File: src/rtl/mtimer_nch.sv
// mtimer_nch: prescaled free-running machine timer with NCH compare channels.
//
// A single counter of CNT_W bits advances once every PSC+1 cycles while
// enabled. Each channel compares the counter against its own compare value.
// The compare result is handled in one of three ways:
//   level     : the pending bit follows the compare result directly.
//   one-shot  : the pending bit latches once per arming.
//   periodic  : the pending bit latches, and the compare value advances by
//               PER on every cycle that still matches.
// Registers are reached through a word-addressed CSR port.
//
// Ports
//   clk, rst      clock; synchronous active-high reset
//   csr_we_i      write strobe, sampled at the clk edge
//   csr_addr_i    word address
//   csr_wdata_i   write data
//   csr_rdata_o   read data, a combinational mux of csr_addr_i
//   halt_i        debug halt; freezes counting when CTRL.HFRZ=1
//   irq_o         per-channel interrupt (IP & IE), registered
//   irq_any_o     OR of all channel interrupts, registered

// Per-channel compare, mode, and pending logic.
module mtimer_ch #(
    parameter int CNT_W = 64
) (
    input  logic             clk,
    input  logic             rst,
    input  logic [CNT_W-1:0] cnt,
    input  logic             cmp_lo_we,
    input  logic             cmp_hi_we,
    input  logic             mode_we,
    input  logic             per_we,
    input  logic             ip_w1c,
    input  logic [31:0]      wdata,
    output logic [CNT_W-1:0] cmp,
    output logic [31:0]      per,
    output logic [1:0]       mode,
    output logic             armed,
    output logic             ip
);
    logic ip_q;
    logic match;
    logic oneshot;
    logic periodic;
    logic set;

    assign match    = (cnt >= cmp);
    assign oneshot  = (mode == 2'd1);
    assign periodic = (mode == 2'd2);
    assign set      = (oneshot & armed & match) | (periodic & match);

    // Level mode (and reserved mode 3) exposes the raw compare result.
    assign ip = (oneshot | periodic) ? ip_q : match;

    always_ff @(posedge clk) begin
        if (rst) begin
            cmp   <= '1;
            per   <= '0;
            mode  <= '0;
            armed <= 1'b0;
            ip_q  <= 1'b0;
        end else begin
            if (per_we)
                per <= wdata;

            // A CSR write wins over the periodic reload and touches only one half.
            if (cmp_lo_we)
                cmp <= {cmp[CNT_W-1:32], wdata};
            else if (cmp_hi_we)
                cmp <= CNT_W'({wdata, cmp[31:0]});
            else if (periodic & match)
                cmp <= cmp + CNT_W'(per);

            if (mode_we) begin
                mode  <= wdata[1:0];
                armed <= (wdata[1:0] == 2'd1);
            end else if (oneshot & armed & match) begin
                armed <= 1'b0;
            end

            // A mode change drops a pending bit latched under the old mode.
            // Otherwise a new set wins over a W1C on the same edge.
            if (mode_we && (wdata[1:0] != mode))
                ip_q <= 1'b0;
            else
                ip_q <= (ip_q & ~ip_w1c) | set;
        end
    end
endmodule

module mtimer_nch #(
    parameter int CNT_W  = 64,
    parameter int NCH    = 4,
    parameter int PSC_W  = 16,
    parameter int ADDR_W = 6
) (
    input  logic              clk,
    input  logic              rst,
    input  logic              csr_we_i,
    input  logic [ADDR_W-1:0] csr_addr_i,
    input  logic [31:0]       csr_wdata_i,
    output logic [31:0]       csr_rdata_o,
    input  logic              halt_i,
    output logic [NCH-1:0]    irq_o,
    output logic              irq_any_o
);
    logic [CNT_W-1:0] cnt;
    logic [PSC_W-1:0] psc;
    logic [PSC_W-1:0] psc_cnt;
    logic             en;
    logic             hfrz;
    logic [NCH-1:0]   ie;

    logic [NCH-1:0][CNT_W-1:0] cmp;
    logic [NCH-1:0][63:0]      cmp_ext;
    logic [NCH-1:0][31:0]      per;
    logic [NCH-1:0][1:0]       mode;
    logic [NCH-1:0]            armed;
    logic [NCH-1:0]            ip;
    logic [63:0]               cnt_ext;

    logic ctrl_we, psc_we, cnt_lo_we, cnt_hi_we, ip_we, ie_we;
    logic clr, run, tick;

    assign ctrl_we   = csr_we_i && (csr_addr_i == ADDR_W'(0));
    assign psc_we    = csr_we_i && (csr_addr_i == ADDR_W'(1));
    assign cnt_lo_we = csr_we_i && (csr_addr_i == ADDR_W'(2));
    assign cnt_hi_we = csr_we_i && (csr_addr_i == ADDR_W'(3));
    assign ip_we     = csr_we_i && (csr_addr_i == ADDR_W'(4));
    assign ie_we     = csr_we_i && (csr_addr_i == ADDR_W'(5));

    assign clr  = ctrl_we & csr_wdata_i[1];
    assign run  = en & ~(hfrz & halt_i);
    assign tick = run & (psc_cnt == psc);

    always_ff @(posedge clk) begin
        if (rst) begin
            cnt     <= '0;
            psc_cnt <= '0;
            psc     <= '0;
            en      <= 1'b0;
            hfrz    <= 1'b0;
            ie      <= '0;
        end else begin
            if (ctrl_we) begin
                en   <= csr_wdata_i[0];
                hfrz <= csr_wdata_i[2];
            end
            if (psc_we)
                psc <= csr_wdata_i[PSC_W-1:0];
            if (ie_we)
                ie <= csr_wdata_i[NCH-1:0];

            if (psc_we | clr | tick)
                psc_cnt <= '0;
            else if (run)
                psc_cnt <= psc_cnt + PSC_W'(1);

            // A direct counter write beats CLR, and CLR beats the tick.
            if (cnt_lo_we)
                cnt <= {cnt[CNT_W-1:32], csr_wdata_i};
            else if (cnt_hi_we)
                cnt <= CNT_W'({csr_wdata_i, cnt[31:0]});
            else if (clr)
                cnt <= '0;
            else if (tick)
                cnt <= cnt + CNT_W'(1);
        end
    end

    for (genvar c = 0; c < NCH; c++) begin : g_ch
        mtimer_ch #(.CNT_W(CNT_W)) u_ch (
            .clk       (clk),
            .rst       (rst),
            .cnt       (cnt),
            .cmp_lo_we (csr_we_i && (csr_addr_i == ADDR_W'(8 + 2*c))),
            .cmp_hi_we (csr_we_i && (csr_addr_i == ADDR_W'(9 + 2*c))),
            .mode_we   (csr_we_i && (csr_addr_i == ADDR_W'(24 + c))),
            .per_we    (csr_we_i && (csr_addr_i == ADDR_W'(32 + c))),
            .ip_w1c    (ip_we & csr_wdata_i[c]),
            .wdata     (csr_wdata_i),
            .cmp       (cmp[c]),
            .per       (per[c]),
            .mode      (mode[c]),
            .armed     (armed[c]),
            .ip        (ip[c])
        );
        assign cmp_ext[c] = 64'(cmp[c]);
    end

    assign cnt_ext = 64'(cnt);

    always_ff @(posedge clk) begin
        if (rst) begin
            irq_o     <= '0;
            irq_any_o <= 1'b0;
        end else begin
            irq_o     <= ip & ie;
            irq_any_o <= |(ip & ie);
        end
    end

    always_comb begin
        csr_rdata_o = '0;
        case (csr_addr_i)
            ADDR_W'(0): csr_rdata_o = {29'b0, hfrz, 1'b0, en};
            ADDR_W'(1): csr_rdata_o = 32'(psc);
            ADDR_W'(2): csr_rdata_o = cnt_ext[31:0];
            ADDR_W'(3): csr_rdata_o = cnt_ext[63:32];
            ADDR_W'(4): csr_rdata_o = 32'(ip);
            ADDR_W'(5): csr_rdata_o = 32'(ie);
            default:    csr_rdata_o = '0;
        endcase
        for (int c = 0; c < NCH; c++) begin
            if (csr_addr_i == ADDR_W'(8 + 2*c))  csr_rdata_o = cmp_ext[c][31:0];
            if (csr_addr_i == ADDR_W'(9 + 2*c))  csr_rdata_o = cmp_ext[c][63:32];
            if (csr_addr_i == ADDR_W'(24 + c))   csr_rdata_o = {29'b0, armed[c], mode[c]};
            if (csr_addr_i == ADDR_W'(32 + c))   csr_rdata_o = per[c];
        end
    end
endmodule
File: config.mk
export PLATFORM = sky130hd
export DESIGN_NAME = mtimer_nch
export DESIGN_NICKNAME = d
export VERILOG_FILES = /design/src/rtl/mtimer_nch.sv
export SDC_FILE = /design/constraint.sdc
export NUM_CORES = 2
export LEC_CHECK = 0
export BUFFER_PORTS_ARGS = -buffer_cell sky130_fd_sc_hd__buf_2
export CORE_MARGIN = 3
export CORE_UTILIZATION = 40
export DETAILED_ROUTE_END_ITERATION = 16
export PLACE_DENSITY_LB_ADDON = 0.12
export SETUP_SLACK_MARGIN = 0.4
export SYNTH_ARGS = -nofsm -noshare
export SYNTH_HDL_FRONTEND = slang
export SYNTH_SLANG_ARGS = --single-unit
File: constraint.sdc
create_clock -name clk -period 8.8 [get_ports clk]
set_input_delay 0.44 -clock clk [delete_from_list [all_inputs] [get_ports clk]]
set_output_delay 0.44 -clock clk [all_outputs]
set_load 0.1 [all_outputs]
; ---- Yosys cells after proc, flatten, opt, wreduce, memory -nomap -nowiden
; Index checks and enable logic that the tools add are counted.
[op_classes]
n_reduce_logical = 57
n_lt_le_gt_ge = 4
addsub = 6
eq_ne = 40
n_mux = 45
bitwise = 49
[ops]
columns = operator, n
row1 = 2-to-1 mux 64 bit, 11
row2 = 2-to-1 mux 32 bit, 21
row3 = adder 64 x 32 -> 64 bit, 4
row4 = >= comparator 64 bit, 4
row5 = one-hot mux 32 bit (6 select lines), 1
row6 = "adder 64 x 1 -> 64 bit, second input constant", 1
row7 = "== test 6 x 4 -> 1 bit, second input constant", 8
row8 = logical AND 1 bit, 26
row9 = bitwise AND 1 bit, 24
row10 = "== test 6 x 5 -> 1 bit, second input constant", 4
row11 = "== test 6 bit, second input constant", 4
row12 = nonzero test 2 bit, 12
row13 = AND reduction 2 bit, 10
row14 = "adder 16 x 1 -> 16 bit, second input constant", 1
row15 = == test 16 bit, 1
row16 = OR 1 bit, 14
row17 = "== test 6 x 2 -> 1 bit, second input constant", 2
row18 = "== test 6 x 3 -> 1 bit, second input constant", 2
row19 = 2-to-1 mux 1 bit, 12
row20 = "== test 2 x 1 -> 1 bit, second input constant", 5
row21 = NOT 1 bit, 10
row22 = OR reduction 2 bit, 5
row23 = "== test 2 bit, second input constant", 4
row24 = "!= test 2 x 1 -> 1 bit, second input constant", 4
row25 = 7 further kinds, 11
[totals]
regBits = 507
input_bits = 42

; ---- Logic depth before layout (Yosys ltp)
[logic_depth]
ltp_word = 20
ltp_mapped = 15
ltp_nobuf = 13

; ---- Modules after synthesis
; From an unflattened synthesis, not the netlist that was laid out.
[unflattened]
hier_cells = 5838
hier_area_um2 = 44029.7
[by_module_without_submodules]
columns = module, cells_each, seq_area_each_um2, area_each_um2, n_inst
row1 = mtimer_ch (g_ch[0].u_ch ...), 1117, 2001.9, 8549.4, 3
row2 = mtimer_nch, 1411, 2142.1, 9990.8, 1
row3 = mtimer_ch (g_ch[1].u_ch), 1076, 2001.9, 8390.5, 1

; ---- Least setup slack after synthesis
; No wires, ideal clock.
[synth_path]
kind = flip-flop to output port
startpoint = register g_ch[3].u_ch.cmp[47]
endpoint = output port csr_rdata_o[3]
stages_incl_launch_ff = 13
path_buffers = 0
setup_slack_ns = 4.397
t_arrival_ns = 3.963
t_required_ns = 8.360
cell_sequence = dfxtp_1 -> inv_1 -> ha_1 -> nand4_1 -> nor3_1 -> o221ai_1 -> a31oi_1 -> nor4_1 -> o21ai_1 -> mux2_2 -> a21oi_1 -> or4_1 -> a31oi_1
[synth_between]
elab_chain_len = 19
[synth_rtl]
columns = item, line
row1 = "start, declared", 35  ; output logic [CNT_W-1:0] cmp,
row2 = "start signal, assigned", 68  ; cmp <= {cmp[CNT_W-1:32], wdata};
row3 = "start signal, assigned", 70  ; cmp <= CNT_W'({wdata, cmp[31:0]});
row4 = "start signal, assigned", 72  ; cmp <= cmp + CNT_W'(per);
row5 = >= comparator 64 bit, 47  ; assign match = (cnt >= cmp);
row6 = 2-to-1 mux 1 bit, 53  ; assign ip = (oneshot | periodic) ? ip_q : match;
row7 = one-hot mux 32 bit (6 select lines), 205  ; case (csr_addr_i)
row8 = 2-to-1 mux 32 bit, 215  ; if (csr_addr_i == ADDR_W'(8 + 2*c)) csr_rdata_o = cmp_ext[c][31:0];
row9 = 2-to-1 mux 32 bit, 216  ; if (csr_addr_i == ADDR_W'(9 + 2*c)) csr_rdata_o = cmp_ext[c][63:32];
row10 = 2-to-1 mux 32 bit, 217  ; if (csr_addr_i == ADDR_W'(24 + c)) csr_rdata_o = {29'b0, armed[c], mode[c]};
row11 = 2-to-1 mux 32 bit, 218  ; if (csr_addr_i == ADDR_W'(32 + c)) csr_rdata_o = per[c];
row12 = 2-to-1 mux 32 bit, 215
row13 = [3 not listed], --
row14 = 2-to-1 mux 32 bit, 215
row15 = 2-to-1 mux 32 bit, 216
row16 = 2-to-1 mux 32 bit, 217
row17 = 2-to-1 mux 32 bit, 218
row18 = 2-to-1 mux 32 bit, 215
row19 = 2-to-1 mux 32 bit, 216
row20 = 2-to-1 mux 32 bit, 217
row21 = 2-to-1 mux 32 bit, 218
row22 = "end, declared", 102  ; output logic [31:0] csr_rdata_o,
; No other way between the ends.

; ---- Final worst setup path
[layout_path]
startpoint = register g_ch[1].u_ch.cmp[23]
endpoint = output port csr_rdata_o[1]
[layout_between]
elab_chain_len = 19
[layout_rtl]
columns = item, line
row1 = "start, declared", 35
row2 = "start signal, assigned", 68
row3 = "start signal, assigned", 70
row4 = "start signal, assigned", 72
row5 = >= comparator 64 bit, 47
row6 = 2-to-1 mux 1 bit, 53
row7 = one-hot mux 32 bit (6 select lines), 205
row8 = 2-to-1 mux 32 bit, 215
row9 = 2-to-1 mux 32 bit, 216
row10 = 2-to-1 mux 32 bit, 217
row11 = 2-to-1 mux 32 bit, 218
row12 = 2-to-1 mux 32 bit, 215
row13 = [3 not listed], --
row14 = 2-to-1 mux 32 bit, 215
row15 = 2-to-1 mux 32 bit, 216
row16 = 2-to-1 mux 32 bit, 217
row17 = 2-to-1 mux 32 bit, 218
row18 = 2-to-1 mux 32 bit, 215
row19 = 2-to-1 mux 32 bit, 216
row20 = 2-to-1 mux 32 bit, 217
row21 = 2-to-1 mux 32 bit, 218
; No other way between the ends.

==> key figures <==
Layout
  • Nets: 5738
  • Register area: 10100 sq um
  • Final Instance Area: 43800 sq um
  • Share of layout cells above drive strength 1: 7.37%
  • Non-Filler Instances: 6646
  • Layout area overhead: 9.50%
  • Multi-input logic area: 27500 sq um
  • Fillcell total: 10184
  • Final core utilization: 44.4%

Place
  • Inst Count DP: 6516
  • # port buffers: 78
  • DPL Wire Length: 149000 um
  • DP Area: 41600 sq um
  • GP Congestion: 1.04

Floorplan
  • Die area: 104000 sq um
  • Core area: 98900 sq um
  • Die Width: 322 um
  • Die height: 322 um
  • FP Rows: 115
  • Initial Util: 40.5%
  • IO Count: 79

Logic synthesis
  • Post-Synthesis Cells: 5387
  • Synthesized area per cell: 7.43 sq um
  • Area contributors post-synth: dfxtp_1 (25%), ha_1 (12%), a21oi_1 (7.4%)
  • Post-synth cell types: 119
  • Yosys reg bits: 507
  • Number of synthesized flops with an enable pin: 0
  • Most used DFF post-synth: dfxtp_1
  • Top-area cell type share of the netlist area: 25.4%
  • Sequential share of the synthesized area: 25.4%
  • Dominant cell type by area after synthesis: dfxtp_1
  • Ys Warns: 0
  • Post-Syn Nets: 5827
  • Most instantiated cells after synthesis: nand2_1 (664), a21oi_1 (590), dfxtp_1 (507)
  • Count leader, synth: nand2_1
  • Ys async rst share: 0%
  • Post-Syn Area: 40000 sq um

GRT
  • Global-route wire length before repair: 280000 um
  • GRT Util Overall: 36.5%
  • Gr ovfl total: 0
  • Initial antenna violation count: 16
  • Number of global-route vias before repair: 39224
  • Largest net degree at the start of global routing: 155

Critical path
  • Crit path cell chain: inv_1 -> ha_1 -> nand2_1 -> nor4_1 -> a21boi_0 -> a31oi_1 -> a2111oi_4 -> nor3_2 -> a21oi_1 -> a21oi_1 -> nand4b_1 -> a21oi_1 -> buf_2
  • Setup crit end: csr_rdata_o[1]
  • Crit Path Max Fanout: 4
  • Required time of the critical path: 8360 ps
  • Crit path kind: reg -> out
  • Worst path most repeated cell: a21oi_1
  • R2R Path End: g_ch[1].u_ch.cmp[20]
  • Crit end category: output pin
  • Slowest-stage cell, CP: nor4_1
  • R2R setup slack: 4010 ps
  • CP startpoint kind: flop
  • Crit path DAT: 4770 ps
  • Worst r2r src: g_ch[1].u_ch.cmp[23]
  • R2r worst-path depth: 11
  • Worst setup startpoint: g_ch[1].u_ch.cmp[23]
  • Crit-path max cell delay: 820 ps

Clock network
  • CTS sink cnt: 507
  • CTS tree: built
  • Clk buf depth: 3
  • Worst-path clk slew: 60 ps
  • Setup bufs post-CTS: 0
  • H-tree depth: 3
  • Worst-skew pair later-pin latency: 640 ps
  • Root buffer cell: clkbuf_16
  • Total CTS buffers: 67
  • CTS Hold Buffers Added: 0
  • Resized Gates After CTS: 0

Drt
  • Antenna-violating nets left: 0
  • First DRT Iteration DRCs: 5906
  • Via density: 6.55
  • Drt drc: 0
  • Drt total wl: 196000 um
  • First-pass DRT Iterations: 9
  • Via Count: 43520
  • WL per Instance: 29.5 um

STA
  • Post-Route Setup TNS: 0 ps
  • Final worst path period need: 5210 ps
  • Worst-Margin Slew: 1180 ps
  • Final Setup Violations: 0
  • Max Clk Rate: 192 MHz
  • Max-slew violations: 0
  • Relative slew slack: 19.2%
  • Fin crit share: 59.2%
  • RSZ-0062 raised after global routing: no
  • Setup Skew: 23.9 ps
  • Final Hold Fails: 0

Power
  • Leak pwr: 20.4 nW
  • PwrDens: 137 nW/um^2
  • Max rail drop VDD: 0.138 mV
  • Power Total: 6.00 mW

Run
  • Max Cap Viol: 0

Min path
  • Min-delay worst type: in -> reg

Run status
  • Status: finished clean
-- final cells by class --
cell class	instances	share of cell area, %
clock buffer	102	4.80
sequential	507	23.2
timing repair buffer	160	2.35
multi-input combinational	4234	62.8
antenna	12	0.0685
tap	1287	3.67
clock inverter	16	0.314
inverter	328	2.81
-- how the worst min path moves through the flow --
stage / cells after the start / slack, ps / startpoint / end
global placement: 2 / 460 / g_ch[3].u_ch.per[14] / g_ch[3].u_ch.per[14]
finish: 2 / 210 / rst / cnt[2]
floorplan: 1 / 440 / g_ch[1].u_ch.cmp[47] / g_ch[1].u_ch.cmp[47]
CTS: 2 / 180 / rst / cnt[2]
global route: 2 / 210 / rst / cnt[39]
detailed placement: 2 / 470 / g_ch[3].u_ch.per[27] / g_ch[3].u_ch.per[27]
-- cells in the final DEF, fill, tap and decap left out, types with 16 or more instances in the layout --
cell	netlist	final
nand2_1	664	660
a21oi_1	590	589
dfxtp_1	507	507
nor2_1	432	401
ha_1	394	394
inv_1	324	324
o21ai_0	317	317
nand3_1	178	177
a221oi_1	114	114
a21o_1	111	111
nor3_1	110	106
nand4_1	103	103
a22oi_1	94	94
xor2_1	91	91
xnor2_1	88	88
buf_4	3	81
buf_2	27	77
clkbuf_16	0	73
a211oi_1	68	68
and3_1	61	61
o211ai_1	56	56
a31oi_1	55	55
nor4_1	50	50
o22ai_1	43	43
a2111oi_0	42	42
o21a_1	40	40
a222oi_1	31	31
nor2_2	3	29
nand2b_1	27	27
nor2b_1	26	26
or3_1	25	25
o31ai_1	22	22
o21bai_1	22	22
o221ai_1	20	20
o21ai_1	19	18
mux2i_1	17	17
and2_1	17	17
clkbuf_8	0	17
a32oi_1	16	16
-- where the power goes --
group          switching (mW)  leakage (nW)  internal, mW  total [mW]
Clock                    1.17          1.11          1.70        2.87
Sequential             0.0310          4.10          2.31        2.34
Combinational           0.580          15.2         0.203       0.783
-- cells by family (layout without fill, tap and decap cells) --
| logic type | after synthesis | after routing | share of synthesized area (%) |
|---|---|---|---|
| adders and majority gates | 398 | 398 | 12.5 |
| muxes | 26 | 26 | 0.697 |
| and+or+nand+nor | 1783 | 1783 | 20.8 |
| DFF | 507 | 507 | 25.4 |
| buffers and inverters | 646 | 606 | 6.21 |
| xor gates and xnor gates | 179 | 179 | 3.92 |
| AOI/OAI and AO/OA | 1848 | 1848 | 30.5 |
| other | 0 | 12 | 0 |
-- state kept, by name (all words and copies together), names as in the netlist --
register,count
psc,16
g_ch.u_ch.armed,4
ie,4
g_ch.u_ch.ip_q,4
hfrz,1
irq_o,4
cnt,64
g_ch.u_ch.cmp,256
g_ch.u_ch.mode,8
psc_cnt,16
en,1
g_ch.u_ch.per,128
irq_any_o,1
-- per-layer routing --
layer | up-vias | share of wire [%] | global-route usage (%)
met3 | 548 | 10 | 8.82
met5 | - | 0.029 | 0
met2 | 2429 | 41 | 52.8
li1 | 19815 | - | -
met1 | 20720 | 41 | 48.1
met4 | 8 | 7.9 | 24.1
-- critical path: cells and delay by family (launching register included) --
family | cells | cell delay [ps]
AND/OR/NAND/NOR | 4 | 1360
buffers and inverters | 2 | 530
adder cells (fa/ha/maj) | 1 | 300
flip-flops | 1 | 480
AO/OA/AOI/OAI | 6 | 1460
-- stage by stage --
stage | hold slack (ps) | setup WS (ps)
global placement | 465 | 4230
detailed placement | 470 | 4180
CTS | 182 | 3680
finish | 212 | 3590
global route | 206 | 3450
floorplan | 442 | 4400
Note: power is estimated with default switching activity, not from simulation.
